$ cat config.mk
export PLATFORM = sky130hd
export DESIGN_NAME = imem_resp
export DESIGN_NICKNAME = d
export VERILOG_FILES = /design/src/rtl/imem_resp.sv
export SDC_FILE = /design/constraint.sdc
export NUM_CORES = 2
export LEC_CHECK = 0
export BUFFER_PORTS_ARGS = -buffer_cell sky130_fd_sc_hd__buf_2
export CORE_MARGIN = 2
export CORE_UTILIZATION = 57
export CTS_CLUSTER_DIAMETER = 100
export DETAILED_ROUTE_END_ITERATION = 10
export GPL_TIMING_DRIVEN = 0
export PLACE_DENSITY_LB_ADDON = 0.1
export SYNTH_ARGS = -nofsm -noshare
export SYNTH_HDL_FRONTEND = slang
export SYNTH_SLANG_ARGS = --single-unit
$ cat constraint.sdc
create_clock -name clk -period 2 [get_ports clk]
set_input_delay 0.1 -clock clk [delete_from_list [all_inputs] [get_ports clk]]
set_output_delay 0.1 -clock clk [all_outputs]
set_load 0.1 [all_outputs]
$ cat src/rtl/imem_resp.sv
// Instruction memory with a fixed-latency, single-outstanding read response and a preload port.
// Define IMEM_ALIGN_CHECK_EN to flag odd fetch addresses with err instead of reading the word.
module imem_resp #(
    parameter int LAT = 2,
    parameter int AW  = 8
) (
    input  logic        clk,
    input  logic        rst,
    input  logic        rd,
    input  logic [15:0] addr,
    input  logic        load_en,
    input  logic [15:0] load_addr,
    input  logic [15:0] load_data,
    output logic [15:0] data_out,
    output logic        done,
    output logic        stall,
    output logic        err
);
    typedef enum logic [1:0] {IDLE, BUSY, DONE} state_t;

    localparam logic [3:0] CNT_INIT = 4'(LAT - 1);

    state_t        state;
    logic [3:0]    cnt;
    logic [15:0]   rdreg;
    logic [15:0]   mem [0:(2**AW)-1];
    logic [AW-1:0] rdidx;
    logic [AW-1:0] ldidx;
    logic          accept;
    logic          unaligned;
    logic          unused_bits;

    assign rdidx       = addr[AW:1];
    assign ldidx       = load_addr[AW:1];
    assign accept      = rd && (state != BUSY);
    assign unused_bits = ^{addr, load_addr};

`ifdef IMEM_ALIGN_CHECK_EN
    assign unaligned = addr[0];
`else
    assign unaligned = 1'b0;
`endif

    // Array has no reset; a same-edge read sees the old word because the write is non-blocking.
    always_ff @(posedge clk) begin
        if (load_en) begin
            mem[ldidx] <= load_data;
        end
    end

    always_ff @(posedge clk or posedge rst) begin
        if (rst) begin
            state    <= IDLE;
            cnt      <= 4'd0;
            rdreg    <= 16'h0000;
            data_out <= 16'h0000;
            done     <= 1'b0;
            stall    <= 1'b0;
            err      <= 1'b0;
        end else begin
            done     <= 1'b0;
            stall    <= 1'b0;
            err      <= 1'b0;
            data_out <= 16'h0000;
            if (accept) begin
                cnt <= CNT_INIT;
                if (unaligned) begin
                    rdreg <= 16'h0000;
                    state <= DONE;
                    done  <= 1'b1;
                    err   <= 1'b1;
                end else begin
                    rdreg <= mem[rdidx];
                    if (LAT == 1) begin
                        state    <= DONE;
                        done     <= 1'b1;
                        data_out <= mem[rdidx];
                    end else begin
                        state <= BUSY;
                        stall <= 1'b1;
                    end
                end
            end else if (state == BUSY) begin
                cnt <= cnt - 4'd1;
                if (cnt == 4'd1) begin
                    state    <= DONE;
                    done     <= 1'b1;
                    data_out <= rdreg;
                end else begin
                    stall <= 1'b1;
                end
            end else begin
                state <= IDLE;
            end
        end
    end
endmodule

==> metrics <==
Sw Share 0.240; fraction of layout cells with a size suffix above 1 0.312; failing checks hold timing, setup timing; period utilisation layout 1.63; post-synthesis register bit count 4136; met3 usage in global routing 0.203; CTS Buffer Depth 4; clk slew on worst S/H paths 0.06 ns; Rel. slew slack 0.152; DIE HEIGHT 533 µm; setup violators final 510; initial DRC count 19100; multiplexer share of the synthesized area 0.143; Worst EP required 2.83 ns; CP Launch Type register; first-pass GRT wire length 821 mm; Via Count 92700; initial antenna violation count 56; FFs w/ async S/R, synth 0.00967; sequential cell area 0.124 mm²; average cell area after synthesis 21.1 µm²; Seq pwr share 0.509; compound-cell area share of the yosys netlist 0.0366; Post-Synth Adder-Cell Area 0.000157; synth-to-layout area growth 18.7%; gr ovfl total 0; Worst Hold Slack -0.0245 ns; Worst VDD drop 0.000891 V; dpl ws -3.93 ns; Initial Util 0.572; Slew @ Worst Pin 1.27 ns; max_cap viols 0; XOR/XNOR Fraction of Synth Area 0; CTS tree built; number of global-route vias before repair 86200; Core Footprint 0.279 mm²; port bufs 45; Clk pwr share 0.410; number of enable flip-flop cells after synthesis 4096; slowest CP cell nand4_1; worst-path fanout max 1; Skew-Pair Late Insertion Delay 1.02 ns; PwrDens 998 mW/mm²; clock sink count 4136; Syn Nets 7613; Distinct cells, synth 68; largest family of logic cells by synthesized area multiplexers; pin count of the biggest net entering global routing 161; post-synthesis sequential area ratio 0.778; most common cell after layout, fill and taps aside edfxtp_1; status complete, but fails checks; # rows 194; critical path's top delay family simple AND/OR/NAND/NOR gates; CTS root buffer clkbuf_16; Wirelength per Cell 50.8 µm; setup slack after layout -1.27 ns; WP data arrival 4.10 ns; final wirelength 637 mm; crit-path max cell delay 0.71 ns; post-DP HPWL 435 mm; gr busiest metal met2; Tmin final 3.27 ns; Multi-input gate area 0.0355 mm²; clock skew 0.0510 ns; fin. max-slew vios 0; worst-path cell chain mux4_2, mux4_2, nor2_4, a31oi_4, nand4_1, o211ai_2; GR Util All Layers 0.449; Ys Warns 0; Fillers 17700; grt met1 use 0.556; Total Nets Final 8466; 1st-pass router iterations 8; Net Sw Power 45.3 mW; Int Power 143 mW; WS Path Type reg2reg; LEAKAGE 60.5 nW; Post-Synth Simple-Gate Area 0.0229; number of CTS-inserted buffers 410; Synth Cell Area 0.159 mm²; DRC 0; ANT nets after route 0; Sum Neg Setup Slack -38.46 ns; commonest non-fill, non-tap cells in the layout edfxtp_1, mux4_2, mux2i_1; Min-Delay Path Class in2reg; RSZ-0062 raised after global routing yes; Clock H-tree levels 5; Post-synth top flop edfxtp_1; Combinational Power Share 0.081; GP Congestion 1.06; Buf/Inv on CP 0; CP endpoint kind register; met2 global-route usage 0.616; vias per cell 7.40; final hold vios 8; Die Wd 533 µm; Die ar. 0.284 mm²; I/O pin cnt 71; most frequent CP cell mux4_2; FMAX 306 MHz; cells after synthesis 7559
==> worst min-delay path: stages <==
cell	delay (ns)
clkbuf_1	0.27
nand3_2	0.30
nor2_2	0.13
==> sequential cells by signal (all words and copies together) (netlist names) <==
name,cells
mem,4096
data_out,16
rdreg,16
cnt,4
state,2
done,1
stall,1
==> worst paths after layout <==
check	startpoint	cells past startpoint	slack, ns	to
max	mem[200][10]	6	-1.27	rdreg[10]
min	load_en	3	-0.02	mem[144][6]
min in group asynchronous	rst	4	0.08	data_out[0]
min reg2reg	rdreg[8]	2	0.49	rdreg[8]
max reg2reg	mem[200][10]	6	-1.27	rdreg[10]
max in group asynchronous	rst	5	1.28	rdreg[15]
==> logic make-up after synthesis <==
group           after synthesis
fa+ha+maj                     2
flops                      4136
other cells                   1
compound gates              825
mux                        1315
buf+inv                     464
simple gates                816
==> timing repair <==
item                                   in CTS  in global routing
hold buffers                               32                  3
endpoints found under the hold margin    2353                 32
gates resized for setup                   747                329
cloned                                      0                  0
buffers inserted                           83                 27
setup endpoints to repair                2490                873
pin swaps                                  96                 56
==> through the flow <==
| step | cells | total power, mW | utilization | hold slack [ns] | instance area (µm²) |
|---|---|---|---|---|---|
| after floorplan | 7559 | 103 | - | 0.199 | 159000 |
| after global placement | 11300 | 110 | 0.590 | 0.467 | 164000 |
| after detailed placement | 11600 | 111 | 0.610 | -0.0178 | 170000 |
| after CTS | 12500 | 187 | 0.673 | 0.00363 | 188000 |
| after global routing | 12500 | 191 | 0.678 | 0.0347 | 189000 |
| final | 12500 | 189 | 0.678 | -0.0245 | 189000 |
==> synth_stat cells (all sizes together), types with 9 or more instances <==
master,n,area share
a211oi,72,0.0034
mux2,18,0.0013
a21oi,91,0.0029
o22ai,180,0.0071
nor2,336,0.0079
nand2,213,0.0050
o21ai,82,0.0026
a22oi,138,0.0065
mux2i,525,0.033
nor3,53,0.0017
nor2b,25,0.00098
clkbuf,164,0.0039
nand3,67,0.0021
and2,27,0.0011
dfrtp,40,0.0063
and3,9,0.00035
a2111oi,51,0.0028
mux4,772,0.11
a221oi,26,0.0015
nor4,15,0.00059
buf,291,0.014
edfxtp,4096,0.77
nand4,27,0.0011
a22o,14,0.00077
o221ai,93,0.0051
a31oi,19,0.00075
==> layout make-up <==
class / instances / share of cell area
inverter: 9 / 0.000218
tap: 3724 / 0.0246
timing repair buffer: 446 / 0.0364
buffer: 450 / 0.0247
clock buffer: 516 / 0.0576
antenna: 36 / 0.000476
clock inverter: 248 / 0.0125
sequential: 4136 / 0.656
multi-input combinational: 2959 / 0.188
==> power groups by stage <==
stage	Clock, mW	Combinational, mW	Sequential [mW]
floorplan	0	4.96	98.4
global placement	0	12.3	98.2
detailed placement	0	13.0	97.9
CTS	76.9	14.0	96.0
global route	80.2	14.9	96.0
finish	77.4	15.2	96.1
==> metal layers <==
| metal | wire [µm] | vias up | part of all wire |
|---|---|---|---|
| li1 | - | 33600 | - |
| met1 | 200000 | 48000 | 0.31 |
| met2 | 264000 | 8975 | 0.42 |
| met3 | 107000 | 2143 | 0.17 |
| met4 | 64300 | 32 | 0.10 |
| met5 | 763 | - | 0.0012 |
No activity file was read; power rests on OpenSTA's default activity.
